===== src/rtl/data_check_s_if.sv =====
// Receive-side bus of the test-pattern checker: byte stream in, lock/error status out.
// Capture outputs exist only when DATA_CHK_CAPTURE_EN is defined.
interface data_check_s_if #(
  parameter int CNT_W = 16
);
  logic [7:0]       data_in;
  logic             data_en;
  logic             err_clr;
  logic             locked;
  logic             err_flag;
  logic             lost_lock;
  logic [CNT_W-1:0] err_count;
  logic [CNT_W-1:0] frame_count;
`ifdef DATA_CHK_CAPTURE_EN
  logic             cap_valid;
  logic [7:0]       cap_exp;
  logic [7:0]       cap_got;
  logic [7:0]       cap_idx;
  logic [7:0]       cap_frame;

  modport master (
    output data_in, data_en, err_clr,
    input  locked, err_flag, lost_lock, err_count, frame_count,
    input  cap_valid, cap_exp, cap_got, cap_idx, cap_frame
  );
  modport slave (
    input  data_in, data_en, err_clr,
    output locked, err_flag, lost_lock, err_count, frame_count,
    output cap_valid, cap_exp, cap_got, cap_idx, cap_frame
  );
`else
  modport master (
    output data_in, data_en, err_clr,
    input  locked, err_flag, lost_lock, err_count, frame_count
  );
  modport slave (
    input  data_in, data_en, err_clr,
    output locked, err_flag, lost_lock, err_count, frame_count
  );
`endif
endinterface


===== src/rtl/data_check_s.sv =====
// Test-pattern stream checker: hunts for the frame header, locks, counts errors and frames.
// Optional first-error capture registers are enabled with DATA_CHK_CAPTURE_EN.
module data_check_s #(
  parameter int LOCK_CNT = 8,
  parameter int LOSS_CNT = 4,
  parameter int CNT_W    = 16
) (
  input  logic         clk,
  input  logic         nRST,
  data_check_s_if.slave bus
);

  typedef enum logic [1:0] {HUNT, SYNC, LOCKED} state_t;

  localparam logic [7:0] LOCK_N = 8'(LOCK_CNT);
  localparam logic [7:0] LOSS_N = 8'(LOSS_CNT);

  state_t           state;
  logic             armed;
  logic [7:0]       exp_idx;
  logic [7:0]       exp_frame;
  logic [7:0]       run;
  logic [7:0]       miss;
  logic             locked;
  logic             err_flag;
  logic             lost_lock;
  logic [CNT_W-1:0] err_count;
  logic [CNT_W-1:0] frame_count;

  logic [7:0]       exp_byte;
  logic             match;
  logic [7:0]       run_inc;
  logic [7:0]       miss_inc;

  function automatic logic [CNT_W-1:0] sat_inc(input logic [CNT_W-1:0] v);
    return (&v) ? v : v + 1'b1;
  endfunction

  always_comb begin
    exp_byte = (exp_idx == 8'd0) ? exp_frame : exp_idx;
    match    = (bus.data_in == exp_byte);
    run_inc  = run + 8'd1;
    miss_inc = miss + 8'd1;
  end

`ifdef DATA_CHK_CAPTURE_EN
  logic       cap_valid;
  logic [7:0] cap_exp;
  logic [7:0] cap_got;
  logic [7:0] cap_idx;
  logic [7:0] cap_frame;

  // Holds the first locked mismatch until err_clr re-arms it.
  always_ff @(posedge clk or negedge nRST) begin
    if (!nRST) begin
      cap_valid <= 1'b0;
      cap_exp   <= 8'd0;
      cap_got   <= 8'd0;
      cap_idx   <= 8'd0;
      cap_frame <= 8'd0;
    end else if (bus.err_clr) begin
      cap_valid <= 1'b0;
      cap_exp   <= 8'd0;
      cap_got   <= 8'd0;
      cap_idx   <= 8'd0;
      cap_frame <= 8'd0;
    end else if (bus.data_en && state == LOCKED && !match && !cap_valid) begin
      cap_valid <= 1'b1;
      cap_exp   <= exp_byte;
      cap_got   <= bus.data_in;
      cap_idx   <= exp_idx;
      cap_frame <= exp_frame;
    end
  end

  assign bus.cap_valid = cap_valid;
  assign bus.cap_exp   = cap_exp;
  assign bus.cap_got   = cap_got;
  assign bus.cap_idx   = cap_idx;
  assign bus.cap_frame = cap_frame;
`endif

  always_ff @(posedge clk or negedge nRST) begin
    if (!nRST) begin
      state       <= HUNT;
      armed       <= 1'b0;
      exp_idx     <= 8'd0;
      exp_frame   <= 8'd0;
      run         <= 8'd0;
      miss        <= 8'd0;
      locked      <= 1'b0;
      err_flag    <= 1'b0;
      lost_lock   <= 1'b0;
      err_count   <= '0;
      frame_count <= '0;
    end else begin
      err_flag  <= 1'b0;
      lost_lock <= 1'b0;
      if (bus.data_en) begin
        case (state)
          HUNT: begin
            // The beat after a 255 is taken as the header, whatever its value.
            if (armed) begin
              exp_frame <= bus.data_in;
              exp_idx   <= 8'd1;
              run       <= 8'd0;
              armed     <= 1'b0;
              state     <= SYNC;
            end else if (bus.data_in == 8'hFF) begin
              armed <= 1'b1;
            end
          end
          SYNC: begin
            if (match) begin
              exp_idx <= exp_idx + 8'd1;
              if (exp_idx == 8'hFF) exp_frame <= exp_frame + 8'd1;
              run <= run_inc;
              if (run_inc == LOCK_N) begin
                state  <= LOCKED;
                locked <= 1'b1;
                miss   <= 8'd0;
              end
            end else begin
              state <= HUNT;
              armed <= 1'b0;
            end
          end
          LOCKED: begin
            // Position advances even on mismatch so isolated hits keep alignment.
            exp_idx <= exp_idx + 8'd1;
            if (exp_idx == 8'hFF) begin
              exp_frame   <= exp_frame + 8'd1;
              frame_count <= frame_count + 1'b1;
            end
            if (match) begin
              miss <= 8'd0;
            end else begin
              err_flag  <= 1'b1;
              err_count <= sat_inc(err_count);
              miss      <= miss_inc;
              if (miss_inc == LOSS_N) begin
                lost_lock <= 1'b1;
                locked    <= 1'b0;
                armed     <= 1'b0;
                state     <= HUNT;
              end
            end
          end
          default: begin
            state  <= HUNT;
            armed  <= 1'b0;
            locked <= 1'b0;
          end
        endcase
      end
      if (bus.err_clr) begin
        err_count   <= '0;
        frame_count <= '0;
      end
    end
  end

  assign bus.locked      = locked;
  assign bus.err_flag    = err_flag;
  assign bus.lost_lock   = lost_lock;
  assign bus.err_count   = err_count;
  assign bus.frame_count = frame_count;

endmodule


===== src/flat_wrapper.sv =====
// flat-port wrapper written by rule: the top's interface ports become plain ports
module data_check_s_flat 
#(
  parameter int LOCK_CNT = 8,
  parameter int LOSS_CNT = 4,
  parameter int CNT_W    = 16
)
  (clk, nRST, bus_data_in, bus_data_en, bus_err_clr, bus_locked, bus_err_flag, bus_lost_lock, bus_err_count, bus_frame_count);
  data_check_s_if #(.CNT_W(CNT_W)) bus_i ();
  input  logic clk;
  input  logic nRST;
  input wire logic [$bits(bus_i.data_in)-1:0] bus_data_in;
  input wire logic [$bits(bus_i.data_en)-1:0] bus_data_en;
  input wire logic [$bits(bus_i.err_clr)-1:0] bus_err_clr;
  output wire logic [$bits(bus_i.locked)-1:0] bus_locked;
  output wire logic [$bits(bus_i.err_flag)-1:0] bus_err_flag;
  output wire logic [$bits(bus_i.lost_lock)-1:0] bus_lost_lock;
  output wire logic [$bits(bus_i.err_count)-1:0] bus_err_count;
  output wire logic [$bits(bus_i.frame_count)-1:0] bus_frame_count;
  assign bus_i.data_in = bus_data_in;
  assign bus_i.data_en = bus_data_en;
  assign bus_i.err_clr = bus_err_clr;
  assign bus_locked = bus_i.locked;
  assign bus_err_flag = bus_i.err_flag;
  assign bus_lost_lock = bus_i.lost_lock;
  assign bus_err_count = bus_i.err_count;
  assign bus_frame_count = bus_i.frame_count;
  data_check_s #(.LOCK_CNT(LOCK_CNT), .LOSS_CNT(LOSS_CNT), .CNT_W(CNT_W)) u_core (.clk(clk), .nRST(nRST), .bus(bus_i));
endmodule

===== config.mk =====
export PLATFORM = sky130hd
export DESIGN_NAME = data_check_s_flat
export DESIGN_NICKNAME = d
export VERILOG_FILES = /design/src/rtl/data_check_s_if.sv /design/src/rtl/data_check_s.sv /design/src/flat_wrapper.sv
export SDC_FILE = /design/constraint.sdc
export NUM_CORES = 1
export LEC_CHECK = 0
export CAP_MARGIN = 30
export CORE_MARGIN = 2
export CORE_UTILIZATION = 47
export CTS_CLUSTER_SIZE = 16
export DETAILED_ROUTE_END_ITERATION = 6
export GPL_ROUTABILITY_DRIVEN = 1
export HOLD_SLACK_MARGIN = 0.05
export PLACE_DENSITY = 0.68
export SETUP_SLACK_MARGIN = 0.02
export SYNTH_ARGS = -nofsm -noshare
export SYNTH_HDL_FRONTEND = slang
export SYNTH_SLANG_ARGS = --single-unit

===== constraint.sdc =====
create_clock -name clk -period 6.32 [get_ports clk]
set_input_delay 1.264 -clock clk [delete_from_list [all_inputs] [get_ports clk]]
set_output_delay 1.264 -clock clk [all_outputs]
set_load 0.02 [all_outputs]

==> out/summary.log <==
INFO  run_status     status=completed
INFO  grt            wire_length_of_the_first_global_routing_pass=17480um
INFO  synth          muxShareOfSynthArea=2.608%
INFO  power          power.share.switching=38.93%
INFO  grt            globalRouteOverflowTotal=0
INFO  clocking       cts-resized-gates=0
INFO  final_layout   final_net_count=557
INFO  final_layout   syn_to_final_growth=15.98%
INFO  route          starting_drt_drc_count=185
INFO  route          route.detailed.drc=0
INFO  route          route.antenna.remaining_nets=0
INFO  synth          asyncSetResetFlopFracSynth=100.0%
INFO  worst_setup_path crit-reg2reg-launch=u_core.exp_idx[0]$_DFFE_PN0P_
INFO  die            fp.dieH=102.5um
INFO  worst_setup_path critical_path.endpoint=u_core.miss[7]$_DFFE_PN0P_
INFO  sta            worst_slew_margin_rel=34.36%
INFO  final_layout   insertedDiodeCount=0
INFO  worst_setup_path regToRegEndpoint=u_core.miss[7]$_DFFE_PN0P_
INFO  worst_setup_path required=6.55ns
INFO  clocking       tritoncts_clock_tree=yes
INFO  synth          synth_adder_area_share=3.569%
INFO  final_layout   final_layout_size_suffix_gt1_share=7.449%
INFO  synth          post_synth_num_cell_types=70
INFO  power          p_per_area=294.1nW/um^2
INFO  route          drt-pass1-iter-count=4
INFO  die            io_pins=47
INFO  sta            setup_violations=0
INFO  sta            finalCriticalPeriod=3.708ns
INFO  worst_setup_path crit_type=primary input to register
INFO  placed_design  gpl.final_weighted_congestion=0.8972
INFO  worst_setup_path worst_setup_path_startpoint=bus_data_in[1]
INFO  power          power.clock.fraction=27.2%
INFO  route          drt-vias-per-instance=5.952
INFO  worst_hold_path class_of_the_tightest_hold_or_removal_check=register to register
INFO  clocking       post_cts_hold_buffer_count=0
INFO  worst_setup_path worst-r2r-cell-count=9
INFO  die            start_util=48.85%
INFO  clocking       h-tree-depth=3
INFO  grt            grt_antenna_before_repair=0
INFO  sta            rsz_0062_raised_after_global_routing=no
INFO  power          total_switching_power=0.6051mW
INFO  power          power.static_leakage=2.111nW
INFO  synth          synthSimpleGateAreaFrac=27.46%
INFO  sta            clock-skew-final=0.01026ns
INFO  synth          synth_area=4557squm
INFO  clocking       clock_sinks=70
INFO  final_layout   post-route-cell-area=5285squm
INFO  die            core-area=9328squm
INFO  clocking       clkTransAtPathRegs=0.08ns
INFO  route          vias=3964
INFO  clocking       cts_max_path_buffers=2
INFO  synth          synth-warning-count=0
INFO  worst_setup_path critical_path_maximum_fanout=11
INFO  die            std_cell_rows=35
INFO  synth          yosys-top-cells-area=sky130_fd_sc_hd__dfrtp_1, sky130_fd_sc_hd__nand2_1, sky130_fd_sc_hd__ha_1
INFO  sta            hold_viol_final=0
INFO  placed_design  detailedPlacementHpwl=7023um
INFO  placed_design  post_dp_cell_area=5055squm
INFO  grt            grt_pass1_vias=3654
INFO  grt            grt_max_degree=71
INFO  power          internal_power=0.9494mW
INFO  sta            totalNegativeSetupSlack=0ns
INFO  grt            gr-usage-all-layers=20.70%
INFO  flow_run       drv_cap=0
INFO  route          route.detailed.wl_per_inst=15.31um
INFO  clocking       ctsRootBufferMaster=sky130_fd_sc_hd__clkbuf_8
INFO  worst_setup_path critPathLaunchType=primary input
INFO  placed_design  portBuffers=46
INFO  power          p_total=1.554mW
INFO  synth          leading_post_synthesis_cells_by_instance_count=sky130_fd_sc_hd__dfrtp_1, sky130_fd_sc_hd__nand2_1, sky130_fd_sc_hd__nor2_1, sky130_fd_sc_hd__nand3_1, sky130_fd_sc_hd__a21oi_1
INFO  synth          synth_top_family_by_area=simple AND/OR/NAND/NOR gates
INFO  die            die_ar=10500squm
INFO  power          vdd.ir_drop.worst=0.1711mV
INFO  power          pwr-share-seq=40.0%
INFO  clocking       post-cts-setup-buffer-count=0
INFO  sta            period_utilization_post_route=58.68%
INFO  synth          synth_area_leader=sky130_fd_sc_hd__dfrtp_1
INFO  power          combPwrFrac=32.8%
INFO  final_layout   fillCellCount=886
INFO  synth          synth.avg_cell_area=9.077squm
INFO  synth          mappedNetlistNets=527
INFO  synth          ys_seq_elements=70
INFO  worst_setup_path rrSetupSlack=2.80ns
INFO  clocking       tritoncts.num_buffers=9
INFO  synth          yosys.area_share.xor_xnor=3.844%
INFO  sta            timing_worst_slew_pin_value=0.9846ns
INFO  synth          post-synth-top-count-cell=sky130_fd_sc_hd__dfrtp_1
INFO  die            floorplan.die.width=102.5um
INFO  worst_setup_path timing.critical_path.arrival=3.94ns
INFO  clocking       insertion_delay=0.35ns
INFO  sta            worst_slack_on_hold_paths=0.5078ns
INFO  synth          synth_edf_count=0
INFO  synth          synthFlopType=sky130_fd_sc_hd__dfrtp_1
INFO  synth          area_share_of_the_largest_cell_type_after_synthesis=38.44%
INFO  route          wl=10200um
INFO  synth          yosysSeqAreaShare=38.44%
INFO  synth          post_synth_inst_count=502
INFO  synth          synth_compound_gate_area_share=19.41%
INFO  sta            fmaxAchievable=0.2697GHz
INFO  sta            timing.final.max_slew_violations=0
INFO  worst_setup_path setup.worst_path.end_class=register
-- power by group through the flow --
| stage | logic [mW] | clock network [mW] | registers, mW |
|---|---|---|---|
| after floorplan | 0.420 | 0 | 0.586 |
| after global placement | 0.483 | 0 | 0.625 |
| after detailed placement | 0.509 | 0 | 0.628 |
| after CTS | 0.512 | 0.434 | 0.621 |
| after global routing | 0.575 | 0.450 | 0.639 |
| final | 0.510 | 0.423 | 0.622 |
-- stage by stage --
step	setup slack, ns	util [%]	cells
2_1_floorplan	3.293	-	502
3_3_place_gp	2.373	54.03	649
5_1_grt	2.412	56.66	666
3_5_place_dp	2.272	54.19	650
6_report	2.612	56.66	666
4_1_cts	2.640	56.66	666
-- final cells by class --
type                    instances  area (sq um)  share of cell area, %
repair buffers                 49         485.5                  9.186
well taps                     129         161.4                  3.054
multi-input cells             385          2592                  49.05
inverters                      17         63.81                  1.207
flip-flops and latches         70          1752                  33.14
clock inverters                 7         106.4                  2.012
clock buffers                   9         123.9                  2.344
-- sequential cells by signal, indices dropped and copies added, names as in the netlist --
register                count
u_core.miss                 8
u_core.exp_frame            8
u_core.bus.err_count       16
u_core.run                  8
u_core.exp_idx              8
u_core.bus.frame_count     16
u_core.bus.err_flag         1
u_core.state                2
u_core.bus.lost_lock        1
u_core.armed                1
u_core.bus.locked           1
-- worst min-delay path by stage --
stage | start | endpoint | slack (ns) | cells past startpoint
after detailed placement | u_core.armed$_DFFE_PN0P_ | u_core.armed$_DFFE_PN0P_ | 0.49 | 1
after global placement | u_core.armed$_DFFE_PN0P_ | u_core.armed$_DFFE_PN0P_ | 0.48 | 1
final | u_core.armed$_DFFE_PN0P_ | u_core.armed$_DFFE_PN0P_ | 0.51 | 1
after floorplan | u_core.armed$_DFFE_PN0P_ | u_core.armed$_DFFE_PN0P_ | 0.47 | 1
after CTS | u_core.armed$_DFFE_PN0P_ | u_core.armed$_DFFE_PN0P_ | 0.51 | 1
after global routing | u_core.armed$_DFFE_PN0P_ | u_core.armed$_DFFE_PN0P_ | 0.52 | 1
-- layout by cell type, fill, tap and decap left out, types with 3 or more instances in the layout --
master and n:
sky130_fd_sc_hd__nand3_1 30, sky130_fd_sc_hd__o221ai_1 5, sky130_fd_sc_hd__or3_1 7, sky130_fd_sc_hd__and2_1 6
sky130_fd_sc_hd__mux2_2 6, sky130_fd_sc_hd__nand4_1 12, sky130_fd_sc_hd__a22o_1 4, sky130_fd_sc_hd__nor3b_1 4
sky130_fd_sc_hd__dfrtp_1 70, sky130_fd_sc_hd__o211ai_1 5, sky130_fd_sc_hd__a31oi_1 7, sky130_fd_sc_hd__o2111ai_1 3
sky130_fd_sc_hd__nand2b_1 5, sky130_fd_sc_hd__nor4_1 5, sky130_fd_sc_hd__nand2_1 47, sky130_fd_sc_hd__inv_1 17
sky130_fd_sc_hd__or3b_1 3, sky130_fd_sc_hd__xor2_1 10, sky130_fd_sc_hd__mux2i_1 4, sky130_fd_sc_hd__and3_1 18
sky130_fd_sc_hd__clkbuf_8 9, sky130_fd_sc_hd__ha_1 13, sky130_fd_sc_hd__nor2_1 37, sky130_fd_sc_hd__o21ai_0 16
sky130_fd_sc_hd__a221o_1 8, sky130_fd_sc_hd__nor2b_1 5, sky130_fd_sc_hd__a21oi_1 23, sky130_fd_sc_hd__nand3b_1 5
sky130_fd_sc_hd__o31ai_1 16, sky130_fd_sc_hd__xnor2_1 10, sky130_fd_sc_hd__a211o_1 6, sky130_fd_sc_hd__or4_1 12
sky130_fd_sc_hd__nor3_1 11, sky130_fd_sc_hd__clkdlybuf4s50_1 45, sky130_fd_sc_hd__nor4b_1 6, sky130_fd_sc_hd__clkinv_4 3
-- critical path: stages --
cell	delay, ns
sky130_fd_sc_hd__clkdlybuf4s50_1	0.48
sky130_fd_sc_hd__xor2_1	0.18
sky130_fd_sc_hd__a211o_1	0.29
sky130_fd_sc_hd__a32oi_2	0.19
sky130_fd_sc_hd__o2111ai_2	0.33
sky130_fd_sc_hd__nor2_1	0.65
sky130_fd_sc_hd__nor2_1	0.21
sky130_fd_sc_hd__a221o_1	0.33
-- per-layer routing --
| metal | global-route usage [%] | up-vias | wire [um] | share of wire (%) |
|---|---|---|---|---|
| li1 | - | 1948 | - | - |
| met1 | 28.27 | 1917 | 4774 | 47 |
| met2 | 33.69 | 90 | 4829 | 47 |
| met3 | 4.104 | 9 | 497 | 4.9 |
| met4 | 5.538 | 0 | 95 | 0.93 |
| met5 | 0 | - | 0 | 0 |
-- kinds of logic after synthesis --
| family | after synthesis |
|---|---|
| flip-flops | 70 |
| XOR/XNOR | 20 |
| AO/OA/AOI/OAI | 116 |
| multiplexers | 11 |
| buffers and inverters | 47 |
| adder cells (fa/ha/maj) | 13 |
| AND/OR/NAND/NOR | 225 |
(Power assumes the default switching activity.)
